**src/rtl/invader_formation_if.sv**
```systemverilog
// Bundle between the invader formation controller and its surroundings:
// raster position and frame strobe in, kill requests in, renderer drive out.
interface invader_formation_if #(
    parameter int INVADERS_H = 11,
    parameter int INVADERS_V = 5
);
    logic                             frame_start;
    logic [9:0]                       pixel_x;
    logic [9:0]                       pixel_y;
    logic                             kill_valid;
    logic [2:0]                       kill_row;
    logic [3:0]                       kill_col;
    logic [INVADERS_V-1:0]            row_start;
    logic [9:0]                       spr_x;
    logic [9:0]                       formation_y;
    logic [INVADERS_V*INVADERS_H-1:0] row_mask;
    logic                             all_dead;
    logic                             landed;

    // Video timing / collision side
    modport master (
        output frame_start, pixel_x, pixel_y, kill_valid, kill_row, kill_col,
        input  row_start, spr_x, formation_y, row_mask, all_dead, landed
    );

    // Formation controller side
    modport slave (
        input  frame_start, pixel_x, pixel_y, kill_valid, kill_row, kill_col,
        output row_start, spr_x, formation_y, row_mask, all_dead, landed
    );
endinterface

```
**src/rtl/invader_formation.sv**
```systemverilog
// Invader formation controller: owns position, march direction and alive
// masks, pulses per-row start strobes to the sprite renderers, applies kills
// and marches the formation during vertical blank.
module invader_formation #(
    parameter int INVADERS_H  = 11,
    parameter int INVADERS_V  = 5,
    parameter int SPRITE_W_PX = 26,
    parameter int SPRITE_H_PX = 16,
    parameter int OFFSET_H    = 32,
    parameter int OFFSET_V    = 24,
    parameter int X_INIT      = 100,
    parameter int Y_INIT      = 64,
    parameter int STEP_X      = 4,
    parameter int STEP_Y      = 8,
    parameter int X_MIN       = 16,
    parameter int X_MAX       = 623,
    parameter int Y_LIMIT     = 400,
    parameter int MOVE_FRAMES = 30
) (
    input  logic               clk,
    input  logic               rst_n,
    invader_formation_if.slave bus
);
    localparam int MASK_W = INVADERS_V * INVADERS_H;
    localparam int IDX_W  = $clog2(MASK_W);
    localparam int CNT_W  = (MOVE_FRAMES > 1) ? $clog2(MOVE_FRAMES) : 1;

    localparam logic [1:0] WAIT_FRAME = 2'd0;
    localparam logic [1:0] SCAN       = 2'd1;
    localparam logic [1:0] MOVE       = 2'd2;
    localparam logic [1:0] CHECK      = 2'd3;

    logic [1:0]            state_reg;
    logic [CNT_W-1:0]      cnt_reg;
    logic [9:0]            x_reg;
    logic [9:0]            y_reg;
    logic                  dir_left_reg;
    logic [MASK_W-1:0]     mask_reg;
    logic [MASK_W-1:0]     mask_next;
    logic [MASK_W-1:0]     snap_reg;
    logic [3:0]            col_reg;
    logic [3:0]            l_reg;
    logic [3:0]            r_reg;
    logic [2:0]            b_reg;
    logic                  occ_reg;
    logic [INVADERS_V-1:0] row_start_reg;
    logic                  all_dead_reg;
    logic                  landed_reg;

    logic [INVADERS_V-1:0] row_hit;
    logic [INVADERS_V-1:0] col_bits;
    logic [2:0]            col_bottom;
    logic                  kill_hit;
    logic [IDX_W-1:0]      kill_idx;
    logic [10:0]           right_edge;
    logic [10:0]           left_edge;
    logic [10:0]           bottom_edge;

    // Per-row raster match and scan-column extraction from the snapshot
    genvar gi;
    generate
        for (gi = 0; gi < INVADERS_V; gi++) begin : g_row
            logic [INVADERS_H-1:0] snap_row;
            assign snap_row     = snap_reg[gi*INVADERS_H +: INVADERS_H];
            assign col_bits[gi] = snap_row[col_reg];
            assign row_hit[gi]  = (bus.pixel_x == 10'd0)
                               && ({1'b0, bus.pixel_y} == ({1'b0, y_reg} + 11'(gi*OFFSET_V)))
                               && (|mask_reg[gi*INVADERS_H +: INVADERS_H]);
        end
    endgenerate

    // Lowest (highest-index) occupied row within the column being scanned
    always_comb begin
        col_bottom = 3'd0;
        for (int r = 0; r < INVADERS_V; r++) begin
            if (col_bits[r]) col_bottom = 3'(r);
        end
    end

    // Kill decode: out-of-range indices never touch the mask
    assign kill_hit = bus.kill_valid
                   && (int'(bus.kill_row) < INVADERS_V)
                   && (int'(bus.kill_col) < INVADERS_H);
    assign kill_idx = IDX_W'(bus.kill_row) * IDX_W'(INVADERS_H) + IDX_W'(bus.kill_col);

    // Next mask: clear the addressed bit (a dead bit simply stays dead)
    always_comb begin
        mask_next = mask_reg;
        if (kill_hit) mask_next[kill_idx] = 1'b0;
    end

    // Edge positions in 11 bits so the comparisons never wrap
    assign right_edge  = {1'b0, x_reg} + 11'(r_reg) * 11'(OFFSET_H) + 11'(SPRITE_W_PX - 1 + STEP_X);
    assign left_edge   = {1'b0, x_reg} + 11'(l_reg) * 11'(OFFSET_H);
    assign bottom_edge = {1'b0, y_reg} + 11'(b_reg) * 11'(OFFSET_V) + 11'(SPRITE_H_PX - 1);

    // Alive mask and its registered all-dead flag
    always_ff @(posedge clk or negedge rst_n) begin
        if (!rst_n) begin
            mask_reg     <= '1;
            all_dead_reg <= 1'b0;
        end else begin
            mask_reg     <= mask_next;
            all_dead_reg <= (mask_reg == '0);
        end
    end

    // Row-start strobes, suppressed once the game is over
    always_ff @(posedge clk or negedge rst_n) begin
        if (!rst_n) begin
            row_start_reg <= '0;
        end else begin
            row_start_reg <= row_hit & {INVADERS_V{~(all_dead_reg | landed_reg)}};
        end
    end

    // March FSM: frame divider, column scan, move/reverse, landing check
    always_ff @(posedge clk or negedge rst_n) begin
        if (!rst_n) begin
            state_reg    <= WAIT_FRAME;
            cnt_reg      <= '0;
            x_reg        <= 10'(X_INIT);
            y_reg        <= 10'(Y_INIT);
            dir_left_reg <= 1'b0;
            snap_reg     <= '0;
            col_reg      <= 4'd0;
            l_reg        <= 4'd0;
            r_reg        <= 4'd0;
            b_reg        <= 3'd0;
            occ_reg      <= 1'b0;
            landed_reg   <= 1'b0;
        end else begin
            case (state_reg)
                WAIT_FRAME: begin
                    if (bus.frame_start && !all_dead_reg && !landed_reg) begin
                        if (cnt_reg == CNT_W'(MOVE_FRAMES - 1)) begin
                            cnt_reg   <= '0;
                            snap_reg  <= mask_reg;
                            col_reg   <= 4'd0;
                            l_reg     <= 4'd0;
                            r_reg     <= 4'd0;
                            b_reg     <= 3'd0;
                            occ_reg   <= 1'b0;
                            state_reg <= SCAN;
                        end else begin
                            cnt_reg <= cnt_reg + 1'b1;
                        end
                    end
                end
                SCAN: begin
                    if (|col_bits) begin
                        if (!occ_reg) l_reg <= col_reg;
                        r_reg   <= col_reg;
                        occ_reg <= 1'b1;
                        if (col_bottom > b_reg) b_reg <= col_bottom;
                    end
                    if (col_reg == 4'(INVADERS_H - 1)) begin
                        state_reg <= MOVE;
                    end else begin
                        col_reg <= col_reg + 4'd1;
                    end
                end
                MOVE: begin
                    // An empty snapshot (kill racing the frame) leaves the formation put
                    if (occ_reg) begin
                        if (!dir_left_reg && (right_edge > 11'(X_MAX))) begin
                            y_reg        <= y_reg + 10'(STEP_Y);
                            dir_left_reg <= 1'b1;
                        end else if (dir_left_reg && (left_edge < 11'(X_MIN + STEP_X))) begin
                            y_reg        <= y_reg + 10'(STEP_Y);
                            dir_left_reg <= 1'b0;
                        end else if (dir_left_reg) begin
                            x_reg <= x_reg - 10'(STEP_X);
                        end else begin
                            x_reg <= x_reg + 10'(STEP_X);
                        end
                    end
                    state_reg <= CHECK;
                end
                default: begin
                    if (occ_reg && (bottom_edge >= 11'(Y_LIMIT))) landed_reg <= 1'b1;
                    state_reg <= WAIT_FRAME;
                end
            endcase
        end
    end

    assign bus.row_start   = row_start_reg;
    assign bus.spr_x       = x_reg;
    assign bus.formation_y = y_reg;
    assign bus.row_mask    = mask_reg;
    assign bus.all_dead    = all_dead_reg;
    assign bus.landed      = landed_reg;

endmodule

```
**src/flat_wrapper.sv**
```systemverilog
// flat-port wrapper written by rule: the top's interface ports become plain ports
module invader_formation_flat 
#(
    parameter int INVADERS_H  = 11,
    parameter int INVADERS_V  = 5,
    parameter int SPRITE_W_PX = 26,
    parameter int SPRITE_H_PX = 16,
    parameter int OFFSET_H    = 32,
    parameter int OFFSET_V    = 24,
    parameter int X_INIT      = 100,
    parameter int Y_INIT      = 64,
    parameter int STEP_X      = 4,
    parameter int STEP_Y      = 8,
    parameter int X_MIN       = 16,
    parameter int X_MAX       = 623,
    parameter int Y_LIMIT     = 400,
    parameter int MOVE_FRAMES = 30
)
  (clk, rst_n, bus_frame_start, bus_pixel_x, bus_pixel_y, bus_kill_valid, bus_kill_row, bus_kill_col, bus_row_start, bus_spr_x, bus_formation_y, bus_row_mask, bus_all_dead, bus_landed);
  invader_formation_if #(.INVADERS_H(INVADERS_H), .INVADERS_V(INVADERS_V)) bus_i ();
  input  logic clk;
  input  logic rst_n;
  input wire logic [$bits(bus_i.frame_start)-1:0] bus_frame_start;
  input wire logic [$bits(bus_i.pixel_x)-1:0] bus_pixel_x;
  input wire logic [$bits(bus_i.pixel_y)-1:0] bus_pixel_y;
  input wire logic [$bits(bus_i.kill_valid)-1:0] bus_kill_valid;
  input wire logic [$bits(bus_i.kill_row)-1:0] bus_kill_row;
  input wire logic [$bits(bus_i.kill_col)-1:0] bus_kill_col;
  output wire logic [$bits(bus_i.row_start)-1:0] bus_row_start;
  output wire logic [$bits(bus_i.spr_x)-1:0] bus_spr_x;
  output wire logic [$bits(bus_i.formation_y)-1:0] bus_formation_y;
  output wire logic [$bits(bus_i.row_mask)-1:0] bus_row_mask;
  output wire logic [$bits(bus_i.all_dead)-1:0] bus_all_dead;
  output wire logic [$bits(bus_i.landed)-1:0] bus_landed;
  assign bus_i.frame_start = bus_frame_start;
  assign bus_i.pixel_x = bus_pixel_x;
  assign bus_i.pixel_y = bus_pixel_y;
  assign bus_i.kill_valid = bus_kill_valid;
  assign bus_i.kill_row = bus_kill_row;
  assign bus_i.kill_col = bus_kill_col;
  assign bus_row_start = bus_i.row_start;
  assign bus_spr_x = bus_i.spr_x;
  assign bus_formation_y = bus_i.formation_y;
  assign bus_row_mask = bus_i.row_mask;
  assign bus_all_dead = bus_i.all_dead;
  assign bus_landed = bus_i.landed;
  invader_formation #(.INVADERS_H(INVADERS_H), .INVADERS_V(INVADERS_V), .SPRITE_W_PX(SPRITE_W_PX), .SPRITE_H_PX(SPRITE_H_PX), .OFFSET_H(OFFSET_H), .OFFSET_V(OFFSET_V), .X_INIT(X_INIT), .Y_INIT(Y_INIT), .STEP_X(STEP_X), .STEP_Y(STEP_Y), .X_MIN(X_MIN), .X_MAX(X_MAX), .Y_LIMIT(Y_LIMIT), .MOVE_FRAMES(MOVE_FRAMES)) u_core (.clk(clk), .rst_n(rst_n), .bus(bus_i));
endmodule
```
**config.mk**
```make
export PLATFORM = sky130hd
export DESIGN_NAME = invader_formation_flat
export DESIGN_NICKNAME = d
export VERILOG_FILES = /design/src/rtl/invader_formation_if.sv /design/src/rtl/invader_formation.sv /design/src/flat_wrapper.sv
export SDC_FILE = /design/constraint.sdc
export NUM_CORES = 1
export LEC_CHECK = 0
export CAP_MARGIN = 5
export CORE_ASPECT_RATIO = 2
export CORE_MARGIN = 2
export CORE_UTILIZATION = 45
export DETAILED_ROUTE_END_ITERATION = 6
export GPL_ROUTABILITY_DRIVEN = 0
export PLACE_DENSITY = 0.79
export SYNTH_ARGS = -nofsm -noshare
export SYNTH_HDL_FRONTEND = slang
export SYNTH_SLANG_ARGS = --single-unit
```
**constraint.sdc**
```tcl
create_clock -name clk -period 3.6 [get_ports clk]
set_input_delay 0.36 -clock clk [delete_from_list [all_inputs] [get_ports clk]]
set_output_delay 0.36 -clock clk [all_outputs]
set_load 0.1 [all_outputs]
```
## After elaboration in Yosys (flattened, before gate mapping)

Index checks and enable logic that the tools add are counted.

- Input port bits: 31
- Flip-flop bits (word level): 161
- Output and inout bits: 82
- Logic and storage cells: 152

- Eq/ne operators: 16
- Magnitude comparators: 9
- Reductions and logical operators: 43
- Bitwise operators: 8
- $add $sub $neg: 15
- Mux-type cells: 44
- $mul: 2

Operator list:

| kind | number |
|---|---|
| 55-bit bitwise AND | 1 |
| 55-bit zero test | 1 |
| 55-bit NOT | 1 |
| 11-bit OR reduction | 5 |
| 10-bit by 11-bit equality test with 1-bit output | 4 |
| 10-bit two-way mux | 3 |
| 4-bit two-way mux | 6 |
| 4-bit one-hot mux with 2 select lines | 3 |
| 10-bit by 7-bit adder with 11-bit output, second input constant | 2 |
| 10-bit by 9-bit adder with 11-bit output | 2 |
| 3-bit two-way mux | 7 |
| 1-bit binary-select mux with 4-bit select | 5 |
| 1-bit logical AND | 18 |
| 1-bit two-way mux | 12 |
| 4-bit AND reduction | 3 |
| 10-bit by 5-bit adder with 11-bit output, second input constant | 1 |
| 10-bit by 6-bit adder with 11-bit output, second input constant | 1 |
| 10-bit by 8-bit adder with 11-bit output | 1 |
| 11-bit by 4-bit adder with 11-bit output, second input constant | 1 |
| 11-bit by 5-bit adder with 11-bit output, second input constant | 1 |
| 11-bit by 9-bit greater-or-equal comparator with 1-bit output, second input constant | 1 |
| 11-bit by 10-bit greater-than comparator with 1-bit output, second input constant | 1 |
| 11-bit by 5-bit < comparator with 1-bit output, second input constant | 1 |
| 10-bit by 3-bit adder with 10-bit output, second input constant | 1 |
| other kinds (38) | 55 |

## Longest topological paths before layout

- Depth after elaboration: 10
- Depth in mapped cells: 15
- Depth with buffers taken out: 12

## Worst setup path after synthesis

No wires, ideal clock.

- Path type: register -> register
- From: register u_core.x_reg[5] (netlist: u_core.bus.spr_x[5])
- To: register u_core.y_reg[8] (netlist: u_core.bus.formation_y[8])
- Cell stages (with the launch flop): 10
- Setup time: 162 ps
- Slack: 400 ps
- Clock period less this slack: 3,200 ps
- Required time: 3,438 ps
- Arrival: 3,039 ps
- Buffers on the path: 0
- Cells stage by stage: dfstp_2 ha_1 inv_1 fa_1 a2111oi_0 o2111ai_1 a21o_1 a31oi_1 nand4_1 xnor2_1

- Longest elaborated chain between the ends: 6
- Elaborated cells on any way between the ends: 10
- Those cells by class: add/sub: 3; order compare: 2; mux: 1; reduce/logical: 4

Ends and longest elaborated chain:

| element | line | RTL |
|---|---|---|
| from (decl) | invader_formation.sv:35 | `logic [9:0] x_reg;` |
| from (signal assigned) | invader_formation.sv:122 | `x_reg <= 10'(X_INIT);` |
| from (signal assigned) | invader_formation.sv:173 | `x_reg <= x_reg - 10'(STEP_X);` |
| from (signal assigned) | invader_formation.sv:175 | `x_reg <= x_reg + 10'(STEP_X);` |
| 10-bit by 9-bit adder with 11-bit output | invader_formation.sv:93 | `assign right_edge = {1'b0, x_reg} + 11'(r_reg) * 11'(OFFSET_H) + 11'(SPRITE_W_PX - 1 + STEP_X);` |
| 11-bit by 5-bit adder with 11-bit output | invader_formation.sv:93 |  |
| 11-bit by 10-bit greater-than comparator with 1-bit output | invader_formation.sv:166 | `if (!dir_left_reg && (right_edge > 11'(X_MAX))) begin` |
| 1-bit logical AND | invader_formation.sv:166 |  |
| 2-bit nonzero test (no line) | - |  |
| 3-bit AND reduction (no line) | - |  |
| to (signal assigned) | invader_formation.sv:123 | `y_reg <= 10'(Y_INIT);` |
| to (signal assigned) | invader_formation.sv:167 | `y_reg <= y_reg + 10'(STEP_Y);` |
| to (signal assigned) | invader_formation.sv:170 | `y_reg <= y_reg + 10'(STEP_Y);` |
| to (decl) | invader_formation.sv:36 | `logic [9:0] y_reg;` |

Several ways; a longest one is shown, not always the timed one.
A chain may end at the register's enable or synchronous reset.

## Final worst setup path

- From: register u_core.col_reg[0]
- To: register u_core.b_reg[1]

- Longest elaborated chain between the ends: 9
- Elaborated cells on any way between the ends: 22
- Those cells by class: order compare: 1; eq/ne: 2; mux: 17; reduce/logical: 2

Ends and longest elaborated chain:

| element | line | RTL |
|---|---|---|
| from (decl) | invader_formation.sv:41 | `logic [3:0] col_reg;` |
| from (signal assigned) | invader_formation.sv:160 | `col_reg <= col_reg + 4'd1;` |
| 1-bit binary-select mux with 4-bit select | invader_formation.sv:65 | `assign col_bits[gi] = snap_row[col_reg];` |
| 1-bit two-way mux (implied by the code) | invader_formation.sv:65 |  |
| 1-bit two-way mux | invader_formation.sv:76 | `if (col_bits[r]) col_bottom = 3'(r);` |
| 3-bit two-way mux (3 in series) | invader_formation.sv:76 |  |
| 3-bit greater-than comparator | invader_formation.sv:155 | `if (col_bottom > b_reg) b_reg <= col_bottom;` |
| 2-bit by 1-bit inequality test with 1-bit output (no line) | - |  |
| 5-bit AND reduction (no line) | - |  |
| to (signal assigned) | invader_formation.sv:155 |  |
| to (decl) | invader_formation.sv:44 | `logic [2:0] b_reg;` |

Several ways; a longest one is shown, not always the timed one. The select of a mux whose other input is x is not followed.

==> metrics.md <==
| Metric | Value |
|---|---|
| Crit path max fanout | `10` |
| Cells after DPL | `1,151` |
| Distinct cells, synth | `67` |
| Dpl hpwl | `17,200 um` |
| Synthesized instance count | `786` |
| Yosys reg bits | `156` |
| ANT cells | `0` |
| Final setup vio count | `0` |
| Cts hold-fix bufs | `0` |
| Capture point of the worst path | `u_core.b_reg[1]$_DFFE_PN0P_` |
| Number of fill cells | `1,633` |
| TritonCTS Sinks | `156` |
| Clock Skews | `0.00963 ns` |
| Minimum clock period | `3.29 ns` |
| Yosys warns | `0` |
| R2r startpoint | `u_core.col_reg[0]$_DFFE_PN0P_` |
| Fin Setup TNS | `0 ns` |
| Slew Limit Headroom | `33.2%` |
| Initial antenna violation count | `0` |
| Maxcap violations | `0` |
| Max-slew violations | `0` |
| Total Wirelength | `22,900 um` |
| Worst-margin pin slew | `0.999 ns` |
| Pwr/cell area | `366 nW/um^2` |
| Post-synth top flop | `dfrtp_1` |
| RR Endpoint | `u_core.b_reg[1]$_DFFE_PN0P_` |
| DR iter-0 viols | `306` |
| Total number of vias | `6,682` |
| Ranking of synthesized cells by area | `dfrtp_1 (28%), dfstp_2 (18%), mux2_2 (8.7%)` |
| Number of global-route vias before repair | `6,885` |
| Port Buf Inserts | `107` |
| Worst slack at placement | `0.00215 ns` |
| Most numerous cell in the Yosys netlist | `dfrtp_1` |
| First-pass GRT wire length | `36,900 um` |
| # IOs | `113` |
| Detailed-route wire length per cell | `19.4 um` |
| Vias per inst | `5.65` |
| Worst min-delay path class | `primary input to async pin` |
| Total grt overflow | `0` |
| Row cnt | `72` |
| RSZ-0062 raised after global routing | `no` |
| Total track usage | `23.4%` |
| Latest clock arrival within the worst-skew pair | `0.44 ns` |
| DRT Pass-1 Iters | `5` |
| Setup crit start | `u_core.col_reg[0]$_DFFE_PN0P_` |
| Area fraction of the dominant cell type after synthesis | `27.8%` |
| Die width | `102 um` |
| Root buf cell | `clkbuf_16` |
| Required @ worst endpoint | `3.90 ns` |
| # DRC | `0` |
| Cell Area, Synth | `8720 sq um` |
| Post-synthesis sequential area ratio | `45.6%` |
| Leakage | `4.68 nW` |
| Share of cells above drive strength 1 | `21.0%` |
| Fin. Hold Viols | `0` |
| Clk buf depth | `2` |
| Most frequent cells after synthesis | `dfrtp_1 (97), mux2_2 (67), dfstp_2 (59)` |
| Non-Filler Instances | `1,183` |
| Setup slack, reg-to-reg | `0.31 ns` |
| Final period util | `91.3%` |
| Async SR Flop Fraction | `100%` |
| Post-route cell area | `10,700 sq um` |
| CTS buffer count | `17` |
| Status | `finished, final reports clean` |
| Multi-input gate area | `4400 sq um` |
| Area of the core | `19,200 sq um` |
| Leading area contributor after synthesis | `dfrtp_1` |
| Die H | `201 um` |
| Syn avg cell area | `11.1 sq um` |
| CTS H-Tree Depth | `4` |
| Worst setup margin | `0.313 ns` |
| Post-synth EDFFs | `0` |
| Initial Util | `45.4%` |
| Storage cell area | `3980 sq um` |
| CP Class | `flop to flop` |
| Maximum vdd drop | `0.000448 V` |
| Largest net degree at the start of global routing | `98` |
| TritonCTS clock tree | `built` |
| Worst r2r path cells | `12` |
| Area growth syn-to-layout | `23.2%` |
| Fmax | `0.304 GHz` |
| CP startpoint kind | `flop` |
| Full die area | `20,600 sq um` |
| Post-route ant nets | `0` |
| Nature of the critical path endpoint | `flop` |
| Crit path DAT | `3.59 ns` |
| Placed inst area | `10,100 sq um` |
| Nets | `1,005` |
| Clk pin slew, worst setup/hold paths | `0.07 ns` |
-- cell usage in the layout (no fill, tap or decap), types with 4 or more instances in the layout --
cell and count:
nor2_1 39, a31oi_1 4, and2_1 4, inv_1 48, o21bai_1 8, mux2i_1 9, inv_6 6, ha_1 56
conb_1 5, dfstp_2 59, o21ai_0 32, xor2_1 11, clkdlybuf4s50_1 106, nor4_1 17, nand2b_1 5, mux2_1 4
clkinv_8 4, a21o_1 8, dfrtp_1 96, xnor2_1 28, o22ai_1 5, nand4_1 7, o21a_1 23, nand3_1 26
mux2_2 67, clkbuf_16 17, nor2b_1 6, buf_4 20, nor3_1 19, a21boi_0 35, or4_1 5, nand2_1 44
o31ai_1 5, a21oi_1 27, fa_1 7, a22oi_1 4, o32ai_1 4
-- worst min path at each step --
stage                                        start  slack (ns)                                  end  cells past startpoint
3_5_place_dp   u_core.bus.row_mask[24]$_DFFE_PN1P_        0.47  u_core.bus.row_mask[24]$_DFFE_PN1P_                      1
5_1_grt                                      rst_n        0.09      u_core.snap_reg[23]$_DFFE_PN0P_                      1
2_1_floorplan                                rst_n        0.06          u_core.b_reg[0]$_DFFE_PN0P_                      0
3_3_place_gp   u_core.bus.row_mask[24]$_DFFE_PN1P_        0.47  u_core.bus.row_mask[24]$_DFFE_PN1P_                      1
6_report                                     rst_n        0.02      u_core.snap_reg[25]$_DFFE_PN0P_                      1
4_1_cts                                      rst_n        0.06      u_core.snap_reg[23]$_DFFE_PN0P_                      1
-- what timing repair did --
action                                  4_1_cts  5_1_grt
gates resized for setup                       0        1
endpoints found under the setup margin        0        1
hold endpoints to repair                      0        0
buffers inserted                              0        0
-- per-stage QoR --
step                      hold slack [ns]  utilization [%]  total power [mW]
after floorplan                    0.0644                -              2.00
after global placement              0.466             52.9              2.16
after detailed placement            0.470             52.9              2.17
after CTS                          0.0554             56.0              3.96
after global routing               0.0876             56.0              4.06
final                              0.0188             56.0              3.93
-- logic make-up after synthesis --
kind of cell	count (synthesis)	share of synthesized area [%]
flops	156	45.6
buf+inv	75	4.09
xor+xnor	39	3.92
mux	86	11.9
simple gates	190	11.0
fa+ha+maj	63	9.65
compound gates	176	13.8
other cells	1	0.0430
-- layer usage --
layer  part of all wire (%)  global-route usage (%)
met4                    3.8                    12.1
met2                     57                    43.0
met5                      0                       0
met1                     36                    25.4
met3                    3.5                    2.99
-- area by class of cell --
cell class / instances / area share (%)
Multi-Input combinational cell: 559 / 41.0
Sequential cell: 156 / 37.0
Timing Repair Buffer: 129 / 11.8
Clock buffer: 17 / 3.96
Tap cell: 259 / 3.02
Inverter: 48 / 1.68
Clock inverter: 15 / 1.56
-- where the power goes --
part	internal [mW]	switching [mW]
Clock	0.932	0.856
Sequential	1.76	0
Combinational	0.122	0.262
-- critical path, stage by stage, from the launching register on --
cell      delay [ns]
dfrtp_2         0.54
buf_12          0.19
mux4_2          0.54
nor2_1          0.11
o32ai_1         0.12
nor2_1          0.25
nor2_1          0.08
ha_1            0.30
nor2b_1         0.13
o21ai_0         0.09
a32oi_1         0.27
o21bai_1        0.17
o41ai_1         0.35
Note: power is estimated with default switching activity, not from simulation.
